[src/rtl/sat_pkg.sv]
// Shared types and constants for the saturating arithmetic controller.
// Latency: n/a (declarations only).
// Backpressure: n/a.
package sat_pkg;

    // Controller sequencing states; the encoding is fixed so other blocks can decode it.
    typedef enum logic [1:0] {
        ST_IDLE = 2'd0,
        ST_CALC = 2'd1,
        ST_DONE = 2'd2
    } state_t;

    // Clamp values for the four overflow directions.
    localparam logic [7:0] SAT_U_MAX = 8'hFF;
    localparam logic [7:0] SAT_U_MIN = 8'h00;
    localparam logic [7:0] SAT_S_MAX = 8'h7F;
    localparam logic [7:0] SAT_S_MIN = 8'h80;

    // Operation captured at acceptance; A already resolved to operand or accumulator.
    typedef struct packed {
        logic [7:0] a;
        logic [7:0] b;
        logic       sub;
        logic       sgn;
        logic       acc;
    } op_t;

endpackage

[src/rtl/sat_unit.sv]
// Saturation clamp: replaces the raw sum with the limit selected by sign and mode.
// Latency: combinational, zero cycles.
// Backpressure: none; a pure function of its inputs.
module sat_unit
    import sat_pkg::*;
(
    input  logic [7:0] i_raw,
    input  logic       i_sat_enable,
    input  logic       i_sat_last,
    input  logic       i_sat_sign,
    output logic [7:0] o_result
);

    // sat_last picks the signed limits; sat_sign picks the negative/underflow side.
    always_comb begin
        o_result = i_raw;
        if (i_sat_enable) begin
            if (i_sat_last) begin
                o_result = i_sat_sign ? SAT_S_MIN : SAT_S_MAX;
            end else begin
                o_result = i_sat_sign ? SAT_U_MIN : SAT_U_MAX;
            end
        end
    end

endmodule

[src/rtl/sat_ctrl.sv]
// Saturating 8-bit add/sub controller with optional accumulator and clamp statistics.
// Latency: accepted at edge N, result valid after edge N+1 (seen at N+2); one op per 3 cycles.
// Backpressure: in_ready low outside IDLE; result held in DONE until out_ready.
module sat_ctrl
    import sat_pkg::*;
#(
    parameter int CNT_W = 8
) (
    input  logic             clk,
    input  logic             rst_n,
    input  logic             in_valid,
    output logic             in_ready,
    input  logic [7:0]       op_a,
    input  logic [7:0]       op_b,
    input  logic             op_sub,
    input  logic             op_signed,
    input  logic             acc_mode,
    input  logic             clear_acc,
    output logic             out_valid,
    input  logic             out_ready,
    output logic [7:0]       result,
    output logic             sat_flag,
    output logic             sat_sticky,
    output logic [CNT_W-1:0] sat_count
);

    localparam logic [CNT_W-1:0] CNT_MAX = {CNT_W{1'b1}};

    state_t           r_state;
    state_t           w_next;
    op_t              r_op;
    logic [7:0]       r_acc;
    logic [7:0]       r_result;
    logic             r_sat_flag;
    logic             r_sticky;
    logic [CNT_W-1:0] r_count;

    logic             w_in_ready;
    logic             w_out_valid;
    logic             w_accept;
    logic             w_commit;
    logic             w_clear;
    logic [7:0]       w_a_sel;
    logic [8:0]       w_raw;
    logic             w_ovf_u;
    logic             w_ovf_s;
    logic             w_ovf;
    logic             w_sat_sign;
    logic [7:0]       w_sat_result;

    // State register; reset drops any in-flight operation.
    always_ff @(posedge clk) begin
        if (!rst_n) begin
            r_state <= ST_IDLE;
        end else begin
            r_state <= w_next;
        end
    end

    // Next-state and handshake decode.
    always_comb begin
        w_next      = r_state;
        w_in_ready  = 1'b0;
        w_out_valid = 1'b0;
        w_accept    = 1'b0;
        w_commit    = 1'b0;
        case (r_state)
            ST_IDLE: begin
                w_in_ready = 1'b1;
                if (in_valid) begin
                    w_accept = 1'b1;
                    w_next   = ST_CALC;
                end
            end
            ST_CALC: begin
                w_commit = 1'b1;
                w_next   = ST_DONE;
            end
            ST_DONE: begin
                w_out_valid = 1'b1;
                if (out_ready) begin
                    w_next = ST_IDLE;
                end
            end
            default: begin
                w_next = ST_IDLE;
            end
        endcase
    end

    // in_ready is masked by reset so it stays low while rst_n is held.
    assign in_ready  = w_in_ready & rst_n;
    assign out_valid = w_out_valid;

    // clear_acc only has effect while idle; a same-cycle accumulate then sees A=0.
    assign w_clear = (r_state == ST_IDLE) & clear_acc;
    assign w_a_sel = acc_mode ? (w_clear ? 8'h00 : r_acc) : op_a;

    // Capture operands and mode bits on acceptance.
    always_ff @(posedge clk) begin
        if (!rst_n) begin
            r_op <= '0;
        end else if (w_accept) begin
            r_op.a   <= w_a_sel;
            r_op.b   <= op_b;
            r_op.sub <= op_sub;
            r_op.sgn <= op_signed;
            r_op.acc <= acc_mode;
        end
    end

    // 9-bit raw result from zero-extended operands; bit 8 is carry or borrow.
    assign w_raw = r_op.sub ? ({1'b0, r_op.a} - {1'b0, r_op.b})
                            : ({1'b0, r_op.a} + {1'b0, r_op.b});

    // Signed overflow: operands agree in effective sign but the result flips away from it.
    assign w_ovf_u    = w_raw[8];
    assign w_ovf_s    = (r_op.a[7] == (r_op.b[7] ^ r_op.sub)) && (w_raw[7] != r_op.a[7]);
    assign w_ovf      = r_op.sgn ? w_ovf_s : w_ovf_u;
    assign w_sat_sign = r_op.sgn ? r_op.a[7] : r_op.sub;

    sat_unit u_sat (
        .i_raw        (w_raw[7:0]),
        .i_sat_enable (w_ovf),
        .i_sat_last   (r_op.sgn),
        .i_sat_sign   (w_sat_sign),
        .o_result     (w_sat_result)
    );

    // Result beat registers: loaded on CALC->DONE, held through DONE.
    always_ff @(posedge clk) begin
        if (!rst_n) begin
            r_result   <= 8'h00;
            r_sat_flag <= 1'b0;
        end else if (w_commit) begin
            r_result   <= w_sat_result;
            r_sat_flag <= w_ovf;
        end
    end

    // Accumulator: cleared in IDLE on request, written back on commit in accumulate mode.
    always_ff @(posedge clk) begin
        if (!rst_n) begin
            r_acc <= 8'h00;
        end else if (w_clear) begin
            r_acc <= 8'h00;
        end else if (w_commit && r_op.acc) begin
            r_acc <= w_sat_result;
        end
    end

    // Clamp statistics: sticky is clearable, the counter only resets and never wraps.
    always_ff @(posedge clk) begin
        if (!rst_n) begin
            r_sticky <= 1'b0;
            r_count  <= '0;
        end else begin
            if (w_clear) begin
                r_sticky <= 1'b0;
            end else if (w_commit && w_ovf) begin
                r_sticky <= 1'b1;
            end
            if (w_commit && w_ovf && (r_count != CNT_MAX)) begin
                r_count <= r_count + 1'b1;
            end
        end
    end

    assign result     = r_result;
    assign sat_flag   = r_sat_flag;
    assign sat_sticky = r_sticky;
    assign sat_count  = r_count;

endmodule

[config.mk]
export PLATFORM = sky130hd
export DESIGN_NAME = sat_ctrl
export DESIGN_NICKNAME = d
export VERILOG_FILES = /design/src/rtl/sat_pkg.sv /design/src/rtl/sat_unit.sv /design/src/rtl/sat_ctrl.sv
export SDC_FILE = /design/constraint.sdc
export NUM_CORES = 1
export LEC_CHECK = 0
export CAP_MARGIN = 25
export CORE_MARGIN = 8
export CORE_UTILIZATION = 30
export CTS_BUF_LIST = sky130_fd_sc_hd__clkbuf_16
export DETAILED_ROUTE_END_ITERATION = 8
export PLACE_DENSITY_LB_ADDON = 0.25
export SETUP_SLACK_MARGIN = 0.5
export SYNTH_ARGS = -nofsm -noshare
export SYNTH_HDL_FRONTEND = slang
export SYNTH_SLANG_ARGS = --single-unit
[constraint.sdc]
create_clock -name clk -period 3.3 [get_ports clk]
set_input_delay 0.33 -clock clk [delete_from_list [all_inputs] [get_ports clk]]
set_output_delay 0.33 -clock clk [all_outputs]
set_load 0.01 [all_outputs]
==> metrics.csv, run 1 <==
stage,metric,value,unit
status,status,"finished, final reports clean",
final_layout,design area,0.00377,mm²
synthesis,Synth Instances,323,
synthesis,most common flop cell mapped by yosys,dfxtp_1,
final_layout,Area Growth Syn to Fin,47.4,%
clock_network,CTS buffer count,5,
synthesis,Yosys top cell area share,0.368,
clock_network,Root Buffer Master,clkbuf_16,
drt,1st-iter DRT viols,137,
clock_network,CTS tree,built,
timing,Min Hold Slack,0.484,ns
hold_path,Hold Path Class,reg2reg,
synthesis,warnings from Yosys,0,
drt,vias per cell,5.17,
timing,fmax,311,MHz
drt,vias after detailed routing,2538,
synthesis,Synth Area in XOR/XNOR,0.0411,
synthesis,cell area after synthesis,0.00256,mm²
clock_network,worst-case clock buffer depth,2,
power,worst ir drop on vdd,0.266,mV
synthesis,Simple-Gate Fraction of Synth Area,0.233,
synthesis,Synth Area in Compound Gates,0.228,
floorplan,number of cell rows,33,
timing,Fin. Hold Viols,0,
synthesis,area share of fa/ha/maj cells after synthesis,0.0567,
timing,Least-Margin Pin Slew,0.873,ns
placed_design,GPL Wtd Cong,0.796,
drt,DRC,0,
global_route,vias in the first global route,2504,
clock_network,htree depth,2,
floorplan,die height,108,µm
final_layout,Non-Filler Instances,491,
synthesis,mux cell area share after synthesis,0.0235,
final_layout,fraction of layout cells with a size suffix above 1,0.238,
clock_network,CTS Hold Bufs,0,
floorplan,core area,0.00826,mm²
setup_path,"Max FO, Critical Path",6,
global_route,Total GRT Usage,0.124,
power,total power,2.14,mW
power,pwr/cell area,568,mW/mm²
clock_network,"Clk pin slew, worst setup/hold paths",0.07,ns
timing,post-layout min period,3.22,ns
synthesis,post-synthesis sequential area ratio,0.368,
setup_path,Setup Crit Path Kind,reg2reg,
synthesis,Synth Net Count,358,
global_route,first-pass GRT wire length,11.9,mm
placed_design,Port-buffer cells,43,
clock_network,worst skew pair latency,0.29,ns
drt,post-DR wirelength/cell,15.3,µm
placed_design,Cells after DPL,467,
timing,relative slew slack,0.417,
setup_path,Worst setup SP type,flip-flop,
synthesis,Netlist cell types,45,
timing,Fin Setup TNS,0,ns
synthesis,Synth area leader,dfxtp_1,
global_route,initial antenna violation count,0,
floorplan,die area,0.0117,mm²
floorplan,Die W,108,µm
timing,Worst Skew,0.00466,ns
placed_design,Final HPWL DP,5.08,mm
floorplan,I/O pin cnt,44,
synthesis,synth top area cells,"dfxtp_1 37%, nand2_1 6.9%, a21oi_1 5.9%, ha_1 4.9%, nor2_1 4.8%",
setup_path,crit path DAT,3.45,ns
synthesis,fraction of registers with async set/reset,0,
drt,Post-DRT Antenna Nets,0,
clock_network,Clock Sinks,47,
synthesis,"EDFF count, synth",0,
global_route,Overflow after GRT,0,
job,max-cap viol count,0,
drt,drt first pass iters,4,
setup_path,crit path capture type,flip-flop,
power,leakage power,1.38,nW
placed_design,placed cell areas,0.00320,mm²
timing,max-slew violation count,0,
synthesis,#FFs+latches synth,47,
final_layout,final core occ,0.457,
timing,# setup viols final,0,
floorplan,Starting Density,0.310,
timing,PnR worst setup slack,0.0801,ns
final_layout,nets,420,
drt,Detailed Route WL,7.53,mm
synthesis,largest family of logic cells by synthesized area,simple AND/OR/NAND/NOR gates,
final_layout,number of antenna diodes,0,
timing,Final period util,0.976,
timing,RSZ-0062 raised after global routing,true,
placed_design,DP Worst Slack,-0.0257,ns
setup_path,CP Data Required Time,3.53,ns
global_route,largest net degree at the start of global routing,25,
synthesis,"Avg Cell Area, Syn",7.92,µm²
synthesized netlist by cell type (all sizes together), types with 5 or more instances:
cell type	n
ha	10
nand3	5
o21ai	16
a21oi	30
and2	5
mux2i	6
dfxtp	47
nand2b	10
clkbuf	16
nor4	6
a211oi	9
inv	14
nor3	8
xnor2	10
nor2	33
nand2	47
o221ai	7
final cells by class:
class | count | area (µm²)
Inverter | 14 | 52.6
Sequential cell | 47 | 952
Clock buffer | 5 | 125
Clock inverter | 3 | 46.3
Timing Repair Buffer | 72 | 667
Tap cell | 105 | 131
Multi-Input combinational cell | 245 | 1800
Fill cell | 813 | 4490
path summary, 6_finish.rpt:
kind / startpoint / end / slack (ns) / depth (start not counted)
worst min register to register: sat_count[4] / sat_count[4] / 0.48 / 2
worst max register to register: r_op[3] / sat_count[0] / 0.08 / 13
worst max-delay path: r_op[3] / sat_count[0] / 0.08 / 13
worst min-delay path: sat_count[4] / sat_count[4] / 0.48 / 2
where the power goes:
part / internal [mW] / switching [mW] / total, mW
registers: 0.601 / 0.0319 / 0.633
logic: 0.446 / 0.474 / 0.920
clock network: 0.360 / 0.228 / 0.588
cell families (layout without fill, tap and decap cells):
kind of cell,count (synthesis),in the layout
buffers and inverters,32,94
and+or+nand+nor,128,128
AOI/OAI and AO/OA,87,88
muxes,6,6
xor gates and xnor gates,12,12
adders and majority gates,11,11
DFF,47,47
per-layer routing:
layer | wire (µm) | track usage | part of all wire
met1 | 3450 | 0.155 | 0.46
met2 | 3640 | 0.214 | 0.48
met3 | 367 | 0.0250 | 0.049
met4 | 70 | 0.0323 | 0.0093
met5 | 0 | 0 | 0
timing repair:
action | 4_1_cts | 5_1_grt
pin swaps | 18 | 15
gates resized for setup | 28 | 32
buffers inserted | 11 | 4
cloned | 1 | 0
setup endpoints to repair | 24 | 26
sequential cells by signal, indices dropped and copies added, names as in the netlist:
signal	count
r_state	2
r_op	19
sat_sticky	1
sat_flag	1
sat_count	8
result	8
r_acc	8
worst max-delay path: stages, from the launching register on:
cell	delay (ns)
dfxtp_2	0.32
inv_1	0.11
ha_4	0.18
nor2_1	0.05
xnor2_1	0.13
ha_1	0.36
o211ai_1	0.24
a21oi_2	0.08
o41ai_1	0.42
buf_4	0.21
nor4_4	0.05
a221o_2	0.38
or4_1	0.50
a21oi_2	0.12
layout by cell type (no fill, tap or decap), types with 5 or more instances in the layout:
cell type	count
a211oi_2	7
a21oi_1	23
a21oi_2	7
buf_4	25
clkbuf_16	5
clkdlybuf4s50_1	43
dfxtp_1	40
dfxtp_2	6
ha_1	8
inv_1	14
mux2i_1	5
nand2_1	42
nand2b_1	10
nand3_1	5
nor2_1	28
nor3_1	6
nor4_4	5
o21ai_0	15
o221ai_1	7
xnor2_1	8
Note: power is estimated with default switching activity, not from simulation.
==> run 2, diff against run 1 <==
TNS_END_PERCENT = 50   (was not set)
==> run 2 against run 1 <==
- wire length is 5.0% lower
- sequential share of layout area barely moved
- count of clock-buffer cells in the layout unchanged
- maximum frequency is essentially flat
- global-route usage shrank 0.35 points
- worst setup slack better by 0.0022 ns
- hold slack got worse by 0.0084 ns
- combinational power down 0.9%
- critical endpoint unchanged
- largest power group unchanged
- highest routed layer unchanged
==> metrics.csv, run 2 (synthesis results as in run 1) <==
stage,metric,value,unit
placed_design,placed cell areas,0.00322,mm²
drt,vias after detailed routing,2485,
drt,drt first pass iters,4,
timing,# setup viols final,0,
timing,fmax,311,MHz
final_layout,number of antenna diodes,0,
placed_design,Cells after DPL,470,
floorplan,die height,108,µm
floorplan,number of cell rows,33,
floorplan,I/O pin cnt,44,
floorplan,Starting Density,0.310,
hold_path,Hold Path Class,reg2reg,
final_layout,fraction of layout cells with a size suffix above 1,0.245,
hold_path,Worst Hold Launch,r_op[0],
drt,Detailed Route WL,7.16,mm
hold_path,WHS Path Cells,2,
final_layout,design area,0.00377,mm²
drt,Post-DRT Antenna Nets,0,
global_route,first-pass GRT wire length,11.6,mm
global_route,Overflow after GRT,0,
setup_path,"Max FO, Critical Path",5,
final_layout,Top reg by flops,r_op,
timing,Worst Skew,0.00816,ns
final_layout,most frequent cells in the layout,"43 x clkdlybuf4s50_1, 43 x dfxtp_1, 41 x nand2_1, 30 x buf_4, 28 x nor2_1",
global_route,initial antenna violation count,0,
final_layout,final core occ,0.456,
setup_path,CP Data Required Time,3.52,ns
timing,Fin. Hold Viols,0,
timing,post-layout min period,3.22,ns
timing,Least-Margin Pin Slew,0.812,ns
drt,DRC,0,
power,leakage power,1.39,nW
setup_path,Reg-to-Reg End,sat_count[0],
setup_path,Worst setup SP type,flip-flop,
floorplan,Die W,108,µm
timing,Final period util,0.975,
final_layout,max reg flops,19,
power,total power,2.13,mW
hold_path,Hold Crit Endpoint,r_op[0],
placed_design,GPL Wtd Cong,0.783,
final_layout,Area Growth Syn to Fin,47.2,%
power,worst ir drop on vdd,0.301,mV
floorplan,die area,0.0117,mm²
timing,PnR worst setup slack,0.0823,ns
setup_path,reg2reg start,r_op[6],
clock_network,CTS buffer count,5,
global_route,Total GRT Usage,0.121,
clock_network,"Clk pin slew, worst setup/hold paths",0.07,ns
clock_network,CTS tree,built,
setup_path,reg2reg path depth,12,
setup_path,crit path DAT,3.44,ns
timing,relative slew slack,0.458,
setup_path,Setup Crit Path Kind,reg2reg,
clock_network,htree depth,2,
timing,RSZ-0062 raised after global routing,true,
clock_network,Root Buffer Master,clkbuf_16,
clock_network,worst skew pair latency,0.28,ns
clock_network,worst-case clock buffer depth,2,
placed_design,Final HPWL DP,4.99,mm
drt,1st-iter DRT viols,92,
power,pwr/cell area,565,mW/mm²
setup_path,reg2reg setup slack,0.08,ns
global_route,vias in the first global route,2430,
global_route,largest net degree at the start of global routing,25,
drt,vias per cell,5.00,
final_layout,nets,426,
timing,max-slew violation count,0,
final_layout,Non-Filler Instances,497,
placed_design,DP Worst Slack,0.0426,ns
status,status,"finished, final reports clean",
clock_network,Clock Sinks,47,
clock_network,CTS Hold Bufs,0,
placed_design,Port-buffer cells,43,
floorplan,core area,0.00826,mm²
drt,post-DR wirelength/cell,14.4,µm
job,max-cap viol count,0,
setup_path,crit path capture type,flip-flop,
## run 2: cell count changes in the layout (fill, tap and decap cells not counted), sizes merged
cell | previous run | this run
buf | 29 | 35
## run 2: worst max path at each step
stage | slack (ns) | from | endpoint
final | 0.08 | r_op[6] | sat_count[0]
after global routing | -0.04 | r_op[6] | r_acc[0]
after CTS | 0.13 | r_op[5] | r_acc[0]
after detailed placement | 0.04 | r_op[6] | sat_count[4]
after global placement | 0.05 | r_op[3] | sat_count[2]
after floorplan | 0.23 | r_op[8] | sat_count[0]
## run 2: where the power goes
group          internal (mW)  switching, mW
sequential             0.600         0.0294
combinational          0.459          0.453
clock                  0.360          0.227
## run 2: worst max-delay path, cell delays in order, from the launching register on
cell      delay (ns)
dfxtp_4         0.36
nor4_4          0.35
a21oi_2         0.11
xnor2_1         0.20
ha_2            0.34
and2_4          0.18
o21bai_1        0.12
o41ai_1         0.09
buf_4           0.15
or2_4           0.26
a221o_2         0.39
or4_1           0.48
a21oi_1         0.12
## run 2: area by class of cell
| class | count | area (µm²) |
|---|---|---|
| clock buffer | 5 | 125 |
| clock inverter | 3 | 46.3 |
| fill | 814 | 4490 |
| inverter | 14 | 52.6 |
| multi-input combinational | 245 | 1750 |
| sequential | 47 | 951 |
| tap | 105 | 131 |
| timing repair buffer | 78 | 712 |
## run 2: metal layers
| metal | vias to the layer above | global-route usage | wire length [µm] |
|---|---|---|---|
| met3 | 2 | 0.0244 | 287 |
| met1 | 1160 | 0.151 | 3320 |
| li1 | 1284 | - | - |
| met2 | 39 | 0.208 | 3520 |
| met4 | 0 | 0.0274 | 29 |
| met5 | - | 0 | 0 |
## run 2: what timing repair did
| item | CTS | global route |
|---|---|---|
| pin swaps | 16 | 18 |
| buffers inserted | 8 | 10 |
| gates resized for setup | 19 | 34 |
| cloned | 1 | 0 |
| endpoints found under the setup margin | 24 | 26 |
## run 2: per-stage QoR
stage | TNS, ns | hold WS, ns
after floorplan | 0 | 0.445
after global placement | 0 | 0.461
after detailed placement | 0 | 0.468
after CTS | 0 | 0.478
after global routing | -0.137 | 0.504
final | 0 | 0.476
==> run 3, diff against run 2 <==
HOLD_SLACK_MARGIN = 0.15   (was not set)
==> results of run 3 <==
Final layout, timing and power as in run 2 (identical DEF).
